<file path="src/rtl/tx_timestamp_inserter_if.sv">
// AXI4-Stream style bundle used between the rate limiter, the timestamp
// inserter and the 10G TX path.
interface tx_timestamp_inserter_if #(
  parameter int unsigned DATA_WIDTH  = 256,
  parameter int unsigned TUSER_WIDTH = 128
);
  logic [DATA_WIDTH-1:0]   tdata;
  logic [DATA_WIDTH/8-1:0] tstrb;
  logic [TUSER_WIDTH-1:0]  tuser;
  logic                    tvalid;
  logic                    tready;
  logic                    tlast;

  modport master (
    output tdata,
    output tstrb,
    output tuser,
    output tvalid,
    output tlast,
    input  tready
  );

  modport slave (
    input  tdata,
    input  tstrb,
    input  tuser,
    input  tvalid,
    input  tlast,
    output tready
  );
endinterface

</file>
<file path="src/rtl/tx_timestamp_inserter.sv">
// TX timestamp inserter: overwrites one 64-bit lane of a selected packet
// beat with the time sampled when the packet's first beat was accepted.
// Single registered output stage, full throughput.
module tx_timestamp_inserter #(
  parameter int unsigned C_M_AXIS_DATA_WIDTH  = 256,
  parameter int unsigned C_S_AXIS_DATA_WIDTH  = 256,
  parameter int unsigned C_M_AXIS_TUSER_WIDTH = 128,
  parameter int unsigned C_S_AXIS_TUSER_WIDTH = 128,
  parameter int unsigned C_S_AXI_DATA_WIDTH   = 32,
  parameter int unsigned C_TS_WIDTH           = 64
) (
  input  logic                          axi_aclk,
  input  logic                          axi_resetn,
  tx_timestamp_inserter_if.slave        s_axis,
  tx_timestamp_inserter_if.master       m_axis,
  input  logic                          sw_rst,
  input  logic                          ts_en,
  input  logic [7:0]                    ts_word_pos,
  input  logic [1:0]                    ts_lane,
  input  logic [C_TS_WIDTH-1:0]         stamp_counter,
  output logic [C_S_AXI_DATA_WIDTH-1:0] num_stamped
);

  localparam int unsigned LANE_W    = 64;
  localparam int unsigned NUM_LANES = C_M_AXIS_DATA_WIDTH / LANE_W;
  localparam int unsigned M_STRB_W  = C_M_AXIS_DATA_WIDTH / 8;
  localparam int unsigned S_STRB_W  = C_S_AXIS_DATA_WIDTH / 8;

  typedef enum logic {
    S_SOP,
    S_MID
  } state_t;

  // Input stream views
  logic [C_S_AXIS_DATA_WIDTH-1:0]  s_data;
  logic [S_STRB_W-1:0]             s_strb;
  logic [C_S_AXIS_TUSER_WIDTH-1:0] s_user;
  logic                            s_last;
  logic                            s_ready;
  logic                            accept;

  // Registered output slice
  logic [C_M_AXIS_DATA_WIDTH-1:0]  m_data_q;
  logic [M_STRB_W-1:0]             m_strb_q;
  logic [C_M_AXIS_TUSER_WIDTH-1:0] m_user_q;
  logic                            m_last_q;
  logic                            m_valid_q;

  // Packet state and per-packet configuration snapshot
  state_t                          state;
  logic [7:0]                      beat_cnt;
  logic [C_TS_WIDTH-1:0]           ts_hold;
  logic                            en_q;
  logic [7:0]                      pos_q;
  logic [1:0]                      lane_q;
  logic                            target_seen_q;
  logic                            pkt_stamped_q;
  logic [C_S_AXI_DATA_WIDTH-1:0]   num_stamped_q;
  logic                            rdy_en_q;

  // Effective values for the beat currently offered on s_axis
  logic [7:0]                      cur_idx;
  logic                            cur_en;
  logic [7:0]                      cur_pos;
  logic [1:0]                      cur_lane;
  logic [C_TS_WIDTH-1:0]           cur_ts;
  logic                            hit;
  logic                            lane_full;
  logic                            do_stamp;
  logic [C_S_AXIS_DATA_WIDTH-1:0]  out_data;

  assign s_data = s_axis.tdata;
  assign s_strb = s_axis.tstrb;
  assign s_user = s_axis.tuser;
  assign s_last = s_axis.tlast;

  // Slice-style backpressure: accept whenever the output register is free or draining
  assign s_ready       = rdy_en_q && (!m_valid_q || m_axis.tready);
  assign s_axis.tready = s_ready;
  assign accept        = s_axis.tvalid && s_ready;

  assign m_axis.tdata  = m_data_q;
  assign m_axis.tstrb  = m_strb_q;
  assign m_axis.tuser  = m_user_q;
  assign m_axis.tlast  = m_last_q;
  assign m_axis.tvalid = m_valid_q;
  assign num_stamped   = num_stamped_q;

  // Select config/timestamp source and build the possibly-stamped beat.
  // The SOP beat uses the live inputs since the snapshot registers are only
  // loaded on that same edge; target_seen_q stops a saturated beat counter
  // from matching the target position more than once.
  always_comb begin
    cur_idx   = '0;
    cur_en    = ts_en;
    cur_pos   = ts_word_pos;
    cur_lane  = ts_lane;
    cur_ts    = stamp_counter;
    if (state == S_MID) begin
      cur_idx  = beat_cnt;
      cur_en   = en_q;
      cur_pos  = pos_q;
      cur_lane = lane_q;
      cur_ts   = ts_hold;
    end
    hit       = cur_en && (cur_idx == cur_pos) && !((state == S_MID) && target_seen_q);
    lane_full = 1'b0;
    out_data  = s_data;
    for (int unsigned i = 0; i < NUM_LANES; i++) begin
      if (32'(cur_lane) == i) begin
        lane_full = &s_strb[i*8 +: 8];
        if (hit && (&s_strb[i*8 +: 8])) begin
          out_data[i*LANE_W +: LANE_W] = cur_ts;
        end
      end
    end
    do_stamp = hit && lane_full;
  end

  // Output register slice, packet state machine and stamp bookkeeping
  always_ff @(posedge axi_aclk or negedge axi_resetn) begin
    if (!axi_resetn) begin
      rdy_en_q      <= 1'b0;
      state         <= S_SOP;
      beat_cnt      <= '0;
      ts_hold       <= '0;
      en_q          <= 1'b0;
      pos_q         <= '0;
      lane_q        <= '0;
      target_seen_q <= 1'b0;
      pkt_stamped_q <= 1'b0;
      num_stamped_q <= '0;
      m_valid_q     <= 1'b0;
      m_data_q      <= '0;
      m_strb_q      <= '0;
      m_user_q      <= '0;
      m_last_q      <= 1'b0;
    end else begin
      rdy_en_q <= 1'b1;
      if (sw_rst) begin
        state         <= S_SOP;
        beat_cnt      <= '0;
        ts_hold       <= '0;
        en_q          <= 1'b0;
        pos_q         <= '0;
        lane_q        <= '0;
        target_seen_q <= 1'b0;
        pkt_stamped_q <= 1'b0;
        num_stamped_q <= '0;
        m_valid_q     <= 1'b0;
        m_data_q      <= '0;
        m_strb_q      <= '0;
        m_user_q      <= '0;
        m_last_q      <= 1'b0;
      end else begin
        if (accept) begin
          m_valid_q <= 1'b1;
          m_data_q  <= out_data;
          m_strb_q  <= s_strb;
          m_user_q  <= s_user;
          m_last_q  <= s_last;
        end else if (m_axis.tready) begin
          m_valid_q <= 1'b0;
        end

        if (accept) begin
          case (state)
            S_SOP: begin
              ts_hold       <= stamp_counter;
              en_q          <= ts_en;
              pos_q         <= ts_word_pos;
              lane_q        <= ts_lane;
              target_seen_q <= hit;
              pkt_stamped_q <= do_stamp;
              if (s_last) begin
                beat_cnt <= '0;
                if (do_stamp) begin
                  num_stamped_q <= num_stamped_q + C_S_AXI_DATA_WIDTH'(1);
                end
              end else begin
                beat_cnt <= 8'd1;
                state    <= S_MID;
              end
            end
            S_MID: begin
              target_seen_q <= target_seen_q || hit;
              pkt_stamped_q <= pkt_stamped_q || do_stamp;
              if (s_last) begin
                beat_cnt <= '0;
                state    <= S_SOP;
                if (pkt_stamped_q || do_stamp) begin
                  num_stamped_q <= num_stamped_q + C_S_AXI_DATA_WIDTH'(1);
                end
              end else if (beat_cnt != 8'hFF) begin
                beat_cnt <= beat_cnt + 8'd1;
              end
            end
            default: state <= S_SOP;
          endcase
        end
      end
    end
  end

endmodule

</file>
<file path="src/flat_wrapper.sv">
// flat-port wrapper written by rule: the top's interface ports become plain ports
module tx_timestamp_inserter_flat 
#(
  parameter int unsigned C_M_AXIS_DATA_WIDTH  = 256,
  parameter int unsigned C_S_AXIS_DATA_WIDTH  = 256,
  parameter int unsigned C_M_AXIS_TUSER_WIDTH = 128,
  parameter int unsigned C_S_AXIS_TUSER_WIDTH = 128,
  parameter int unsigned C_S_AXI_DATA_WIDTH   = 32,
  parameter int unsigned C_TS_WIDTH           = 64
)
  (axi_aclk, axi_resetn, sw_rst, ts_en, ts_word_pos, ts_lane, stamp_counter, num_stamped, s_axis_tdata, s_axis_tstrb, s_axis_tuser, s_axis_tvalid, s_axis_tlast, s_axis_tready, m_axis_tdata, m_axis_tstrb, m_axis_tuser, m_axis_tvalid, m_axis_tlast, m_axis_tready);
  tx_timestamp_inserter_if #(.DATA_WIDTH((256)), .TUSER_WIDTH((128))) s_axis_i ();
  tx_timestamp_inserter_if #(.DATA_WIDTH((256)), .TUSER_WIDTH((128))) m_axis_i ();
  input  logic axi_aclk;
  input  logic axi_resetn;
  input  logic sw_rst;
  input  logic ts_en;
  input  logic [7:0] ts_word_pos;
  input  logic [1:0] ts_lane;
  input  logic [C_TS_WIDTH-1:0] stamp_counter;
  output logic [C_S_AXI_DATA_WIDTH-1:0] num_stamped;
  input wire logic [$bits(s_axis_i.tdata)-1:0] s_axis_tdata;
  input wire logic [$bits(s_axis_i.tstrb)-1:0] s_axis_tstrb;
  input wire logic [$bits(s_axis_i.tuser)-1:0] s_axis_tuser;
  input wire logic [$bits(s_axis_i.tvalid)-1:0] s_axis_tvalid;
  input wire logic [$bits(s_axis_i.tlast)-1:0] s_axis_tlast;
  output wire logic [$bits(s_axis_i.tready)-1:0] s_axis_tready;
  output wire logic [$bits(m_axis_i.tdata)-1:0] m_axis_tdata;
  output wire logic [$bits(m_axis_i.tstrb)-1:0] m_axis_tstrb;
  output wire logic [$bits(m_axis_i.tuser)-1:0] m_axis_tuser;
  output wire logic [$bits(m_axis_i.tvalid)-1:0] m_axis_tvalid;
  output wire logic [$bits(m_axis_i.tlast)-1:0] m_axis_tlast;
  input wire logic [$bits(m_axis_i.tready)-1:0] m_axis_tready;
  assign s_axis_i.tdata = s_axis_tdata;
  assign s_axis_i.tstrb = s_axis_tstrb;
  assign s_axis_i.tuser = s_axis_tuser;
  assign s_axis_i.tvalid = s_axis_tvalid;
  assign s_axis_i.tlast = s_axis_tlast;
  assign s_axis_tready = s_axis_i.tready;
  assign m_axis_tdata = m_axis_i.tdata;
  assign m_axis_tstrb = m_axis_i.tstrb;
  assign m_axis_tuser = m_axis_i.tuser;
  assign m_axis_tvalid = m_axis_i.tvalid;
  assign m_axis_tlast = m_axis_i.tlast;
  assign m_axis_i.tready = m_axis_tready;
  tx_timestamp_inserter #(.C_M_AXIS_DATA_WIDTH(C_M_AXIS_DATA_WIDTH), .C_S_AXIS_DATA_WIDTH(C_S_AXIS_DATA_WIDTH), .C_M_AXIS_TUSER_WIDTH(C_M_AXIS_TUSER_WIDTH), .C_S_AXIS_TUSER_WIDTH(C_S_AXIS_TUSER_WIDTH), .C_S_AXI_DATA_WIDTH(C_S_AXI_DATA_WIDTH), .C_TS_WIDTH(C_TS_WIDTH)) u_core (.axi_aclk(axi_aclk), .axi_resetn(axi_resetn), .s_axis(s_axis_i), .m_axis(m_axis_i), .sw_rst(sw_rst), .ts_en(ts_en), .ts_word_pos(ts_word_pos), .ts_lane(ts_lane), .stamp_counter(stamp_counter), .num_stamped(num_stamped));
endmodule
</file>
<file path="config.mk">
export PLATFORM = sky130hd
export DESIGN_NAME = tx_timestamp_inserter_flat
export DESIGN_NICKNAME = d
export VERILOG_FILES = /design/src/rtl/tx_timestamp_inserter_if.sv /design/src/rtl/tx_timestamp_inserter.sv /design/src/flat_wrapper.sv
export SDC_FILE = /design/constraint.sdc
export NUM_CORES = 1
export LEC_CHECK = 0
export BUFFER_PORTS_ARGS = -buffer_cell sky130_fd_sc_hd__buf_2
export CAP_MARGIN = 20
export CORE_AREA = 2 2 371 373
export DETAILED_ROUTE_END_ITERATION = 6
export DIE_AREA = 0 0 373 375
export GPL_ROUTABILITY_DRIVEN = 0
export MAX_ROUTING_LAYER = met4
export PLACE_DENSITY = 0.34
export SETUP_SLACK_MARGIN = 0.02
export SYNTH_ARGS = -nofsm -noshare
export SYNTH_HDL_FRONTEND = slang
export SYNTH_SLANG_ARGS = --single-unit
export TNS_END_PERCENT = 1
</file>
<file path="constraint.sdc">
create_clock -name axi_aclk -period 2.85 [get_ports axi_aclk]
set_clock_uncertainty 0.05 [all_clocks]
set_input_delay 0.285 -clock axi_aclk [delete_from_list [all_inputs] [get_ports axi_aclk]]
set_output_delay 0.285 -clock axi_aclk [all_outputs]
set_load 0.01 [all_outputs]
</file>
-- Word-level counts from Yosys, hierarchy flattened
Index checks and enable logic that the tools add are counted.
Widths: inputs -> output; s select.
- output and inout port bits: 451
- register bits after elaboration: 537
- logic and storage cells: 110
- input port bits: 497
- bitwise gates (word level): 1
- reduce and logical (&&, ||, !) cells: 24
- $add $sub $neg: 2
- equality and inequality tests: 10
- multiplexer cells: 58
- operators by type and width (cell ; count):
    $mux 64 ; 11
    $mux 256 ; 2
    $mux 128 ; 2
    $mux 32 ; 8
    $mux 8 ; 8
    $pmux 32 s2 ; 1
    $add 32x1->32 const B ; 1
    $reduce_and 8->1 ; 4
    $mux 1 ; 20
    $pmux 8 s2 ; 1
    $logic_and 1x1->1 ; 10
    $ne 3x3->1 const B ; 3
    $add 8x1->8 const B ; 1
    $eq 8x8->1 ; 1
    $ne 8x8->1 const B ; 1
    $mux 2 ; 3
    $reduce_and 5->1 ; 1
    $eq 2x2->1 const B ; 2
    $ne 4x4->1 const B ; 1
    $pmux 1 s2 ; 2
    $logic_or 1x1->1 ; 3
    $ne 3x2->1 const B ; 1
    $reduce_bool 3->1 ; 1
    $eq 2x1->1 const B ; 1
    5 further kinds ; 6

-- Depth between registers and ports, before layout
- depth after elaboration: 13
- mapped depth: 11
- depth with buffers taken out: 8

-- Worst setup path before layout
OpenSTA, ideal clock, no wires.
- path kind: flip-flop to flip-flop
- start: reg u_core.state
- end: reg u_core.num_stamped_q[1] (netlist: u_core.num_stamped[1])
- buffers on the path: 4
- required time: 2.668 ns
- path slack: 0.465 ns
- setup time: 0.132 ns
- data arrival time: 2.203 ns
- period minus slack after synthesis: 2.385 ns
- cell stages (with the launch flop): 12
- cells stage by stage: dfrtp_1 > buf_6 > buf_2 > nand3_1 > a211oi_1 > nor4_1 > nor3_2 > a21oi_2 > clkbuf_1 > buf_2 > mux2i_1 > nor2_1
- cells in the longest elaborated chain, start to end: 10
- elaborated cells on any way between the ends: 28
- classes of those cells: eq/ne: 8; mux: 11; bitwise: 1; reduce/logical: 8
- ends and longest elaborated chain (element ; line ; RTL):
    start: declaration ; tx_timestamp_inserter.sv:50 ; state_t state;
    start signal: assignment ; tx_timestamp_inserter.sv:124 ; state <= S_SOP;
    start signal: assignment ; tx_timestamp_inserter.sv:141 ; state <= S_SOP;
    start signal: assignment ; tx_timestamp_inserter.sv:182 ; state <= S_MID;
    $mux 2 ; - ;
    $logic_not 2->1 ; tx_timestamp_inserter.sv:110 ; if (32'(cur_lane) == i) begin
    $mux 1 (4 in series) ; tx_timestamp_inserter.sv:110 ;
    $logic_and 1x1->1 ; tx_timestamp_inserter.sv:117 ; do_stamp = hit && lane_full;
    $logic_or 1x1->1 ; tx_timestamp_inserter.sv:191 ; if (pkt_stamped_q || do_stamp) begin
    $ne 3x3->1 (no line) ; - ;
    $reduce_and 5->1 (no line) ; - ;
    end signal: assignment ; tx_timestamp_inserter.sv:178 ; num_stamped_q <= num_stamped_q + C_S_AXI_DATA_WIDTH'(1);
    end signal: assignment ; tx_timestamp_inserter.sv:192 ; num_stamped_q <= num_stamped_q + C_S_AXI_DATA_WIDTH'(1);
    end: declaration ; tx_timestamp_inserter.sv:58 ; logic [C_S_AXI_DATA_WIDTH-1:0] num_stamped_q;
Several ways; a longest one is shown, not always the timed one. The select of a mux whose other input is x is not followed.
A chain may end at the register's enable or synchronous reset.

-- Worst setup path in the final report
- start: reg u_core.state
- end: reg u_core.m_data_q[82] (netlist: u_core.m_axis.tdata[82])
- cells in the longest elaborated chain, start to end: 9
- elaborated cells on any way between the ends: 16
- classes of those cells: eq/ne: 2; mux: 9; reduce/logical: 5
- ends and longest elaborated chain (element ; line ; RTL):
    $mux 8, on equally long branches ; - ;
    $eq 8x8->1 ; tx_timestamp_inserter.sv:106 ; hit = cur_en && (cur_idx == cur_pos) && !((state == S_MID) && target_seen_q);
    $logic_and 1x1->1 (2 in series) ; tx_timestamp_inserter.sv:106 ;
    $logic_and 1x1->1 ; tx_timestamp_inserter.sv:112 ; if (hit && (&s_strb[i*8 +: 8])) begin
    $mux 64 ; tx_timestamp_inserter.sv:112 ;
    $mux 64 (*) ; tx_timestamp_inserter.sv:110 ;
    $mux 256 (*) ; tx_timestamp_inserter.sv:156 ; if (accept) begin
    $mux 256 (*) ; tx_timestamp_inserter.sv:140 ; if (sw_rst) begin
    end signal: assignment ; tx_timestamp_inserter.sv:158 ; m_data_q <= out_data;
    end: declaration ; tx_timestamp_inserter.sv:43 ; logic [C_M_AXIS_DATA_WIDTH-1:0] m_data_q;
Every way passes the cells marked *; elsewhere a longest branch is shown, timed or not. The select of a mux whose other input is x is not followed.

==> run metrics <==
status=completed; CP Depth=8; Area contributors post-synth=dfrtp_1, o221a_2, nand2_1; vias per inst=4.41; GRT Residual Overflow=0; CP endpoint kind=flop; syn avg cell area=9.13 µm²; clock transition at the registers of the reported paths=0.06 ns; Mapped Cells=2698; Initial Util=18.1%; initial antenna violation count=22; cell internal pwr=15.7 mW; hpwl dp=93600 µm; number of fillers in the final layout=14700; Hold WC Path Type=input port to async pin; share of cells above drive strength 1=34.5%; Crit path arrival time=3.27 ns; Die Span Y=375 µm; GRT Util Overall=19.3%; Syn Nets=3197; # H-tree levels=3; Core Area=136000 µm²; Post-route DRC=0; Clock Tree Root=clkbuf_16; clock power share=46.3%; peak supply drop=362 µV; post-synth cell types=49; num ports=948; PwrDens=553 nW/µm²; die width=373 µm; mapped cell area=24600 µm²; Final Hold Fails=0; max incr delay on CP=0.55 ns; R2R cell count=8; Reg area=13400 µm²; top_reg_cell synth=dfrtp_1; vias in the first global route=27800; Seq pwr share=37.7%; number of max-cap violations=0; Ys Warns=0; fin crit share=95.9%; required time worst endpoint=3.38 ns; sequential cell area fraction in the yosys report=54.5%; Reg2Reg Capture Point=u_core.m_axis.tdata[82]; P_leak=18.6 nW; number of routed nets with antenna violations=0; Slew HR=46.6%; CTS tree=done; pin count of the biggest net entering global routing=135; drt total wl=136000 µm; Skew-Pair Late Insertion Delay=0.67 ns; dpl cell area=31900 µm²; drt initial violations=1776; Layout area overhead=60.6%; Nets=4577; post-synthesis register bit count=537; input/output buffers=947; WL/cell=22.8 µm; worst path buffer plus inverter count=2; Setup CP Type=flop to flop; count of final setup violators=0; top-area cell type share of the netlist area=54.5%; Yosys top cell by area=dfrtp_1; CTS buffer count=75; Switching Fraction=28.3%; Worst Setup EP=u_core.m_axis.tdata[82]; Worst Setup SP=u_core.state; Bufs on Longest Clock Path=3; critical-path cell list=or4_1 -> a22oi_1 -> and4_4 -> buf_12 -> nand2_4 -> o21ai_4 -> buf_12 -> o221a_2; drt pass-1 iters=5; Reg2Reg Setup Slack=0.12 ns; ys async rst share=100%; clock sinks=537; reg2reg start=u_core.state; RSZ-0062 raised after global routing=true; DR vias=26300; number of synthesized flops with an enable pin=0; DIE AREA=140000 µm²; worst-margin pin slew=0.801 ns; Slew Viols, Final=0; area of the multi-input gates=10300 µm²; Core Rows=136; switching pwr=6.20 mW; min Tclk post-route=2.73 ns; first-pass GRT wire length=196000 µm; largest fanout on the critical path=35; Tot Pwr=21.9 mW; Crit path max-delay family=simple AND/OR/NAND/NOR gates; Comb power frac=16.0%; Startpoint Class=flop; fin area=39600 µm²; cell mode on critical path=buf_12; fmax=366 MHz; slowest CP cell=or4_1
==> placed cells by master (no fill, tap or decap), types with 32 or more instances in the layout <==
cell type and instances:
a21oi_1 272, buf_12 32, buf_2 945, buf_4 68, clkbuf_16 76, dfrtp_1 535
dlygate4sd3_1 493, nand2_1 551, nor2_1 529, o21ai_0 83, o221a_2 237, or3_1 85
==> repair_timing <==
| item | CTS | global route |
|---|---|---|
| hold buffers | 493 | 0 |
| hold endpoints to repair | 760 | 0 |
| setup buffers | 0 | 2 |
| gates resized for setup | 0 | 3 |
| endpoints found under the setup margin | 0 | 31 |
==> cell usage after synthesis, types with 3 or more instances <==
cell / number
nand2_1: 556
dfrtp_1: 537
nor2_1: 530
a21oi_1: 272
o221a_2: 237
clkbuf_1: 202
or3_1: 85
o21ai_0: 83
buf_2: 27
nand4_1: 26
o221a_1: 19
o31ai_1: 13
or4_1: 13
nand3_1: 11
inv_1: 8
and3_1: 7
buf_1: 7
and2_1: 6
xor2_1: 5
nand2b_1: 4
o21ai_2: 4
a22oi_1: 3
and4_1: 3
nand3b_1: 3
or3b_1: 3
xnor2_1: 3
==> kinds of logic (layout without fill, tap and decap cells) <==
family | count (synthesis) | after routing | synth area share (%)
AOI/OAI and AO/OA | 647 | 648 | 20.1
xor gates and xnor gates | 8 | 8 | 0.284
adders and majority gates | 2 | 2 | 0.102
buffers and inverters | 247 | 1683 | 3.96
DFF | 537 | 537 | 54.5
muxes | 2 | 2 | 0.0863
other | 1 | 21 | 0.0152
and+or+nand+nor | 1254 | 1254 | 20.9
==> registers in the layout, summed over array words and instances (netlist names) <==
name	count
u_core.m_axis.tuser	128
u_core.rdy_en_q	1
u_core.en_q	1
u_core.num_stamped	32
u_core.m_axis.tvalid	1
u_core.state	1
u_core.m_axis.tlast	1
u_core.m_axis.tstrb	32
u_core.target_seen_q	1
u_core.pos_q	8
u_core.lane_q	2
u_core.beat_cnt	8
u_core.ts_hold	64
u_core.pkt_stamped_q	1
u_core.m_axis.tdata	256
==> routing by layer <==
| layer | share of wire (%) | GRT usage (%) | up-vias |
|---|---|---|---|
| li1 | - | - | 12200 |
| met1 | 42 | 23.0 | 13000 |
| met2 | 48 | 31.7 | 951 |
| met3 | 7.0 | 5.27 | 156 |
| met4 | 2.6 | 6.09 | 0 |
| met5 | 0 | - | - |
==> stage by stage <==
| stage | setup slack, ns | hold WS [ns] | TNS (ns) | cells | utilization (%) |
|---|---|---|---|---|---|
| CTS | 0.0604 | 0.0603 | 0 | 5926 | 29.0 |
| detailed placement | 0.0288 | 0.216 | 0 | 5299 | 23.4 |
| finish | 0.118 | 0.104 | 0 | 5949 | 29.0 |
| floorplan | 0.465 | -0.0606 | 0 | 2698 | - |
| global placement | 0.0714 | 0.208 | 0 | 5299 | 23.4 |
| global route | -0.0113 | 0.100 | -0.0195 | 5946 | 29.0 |
==> worst reg2reg max path, delay by kind of cell (launching register included) <==
kind                   cells  cell delay (ns)
buffers and inverters      2             0.45
AOI/OAI and AO/OA          3             0.72
DFF                        1             0.52
and+or+nand+nor            3             0.94
==> power groups by stage <==
stage | clock [mW] | combinational (mW) | sequential, mW
floorplan | 0 | 1.16 | 8.51
global placement | 0 | 2.97 | 8.39
detailed placement | 0 | 2.97 | 8.39
CTS | 10.5 | 3.57 | 8.26
global route | 10.8 | 3.85 | 8.30
finish | 10.1 | 3.50 | 8.26
==> how the worst min path moves through the flow <==
stage	endpoint	slack, ns	cells past startpoint
global route	u_core.m_axis.tdata[115]	0.10	2
global placement	u_core.m_axis.tdata[115]	0.21	1
detailed placement	u_core.m_axis.tdata[115]	0.22	1
floorplan	u_core.beat_cnt[0]	-0.06	0
CTS	u_core.m_axis.tdata[115]	0.06	2
finish	u_core.m_axis.tdata[115]	0.10	2
==> final cells by class <==
class,count,share of cell area (%)
Antenna cell,20,0.126
Clock buffer,109,5.55
Clock inverter,25,1.07
Inverter,9,0.0853
Multi-Input combinational cell,1915,26.1
Sequential cell,537,34.0
Tap cell,1794,5.67
Timing Repair Buffer,1540,27.4
Note: power is estimated with default switching activity, not from simulation.
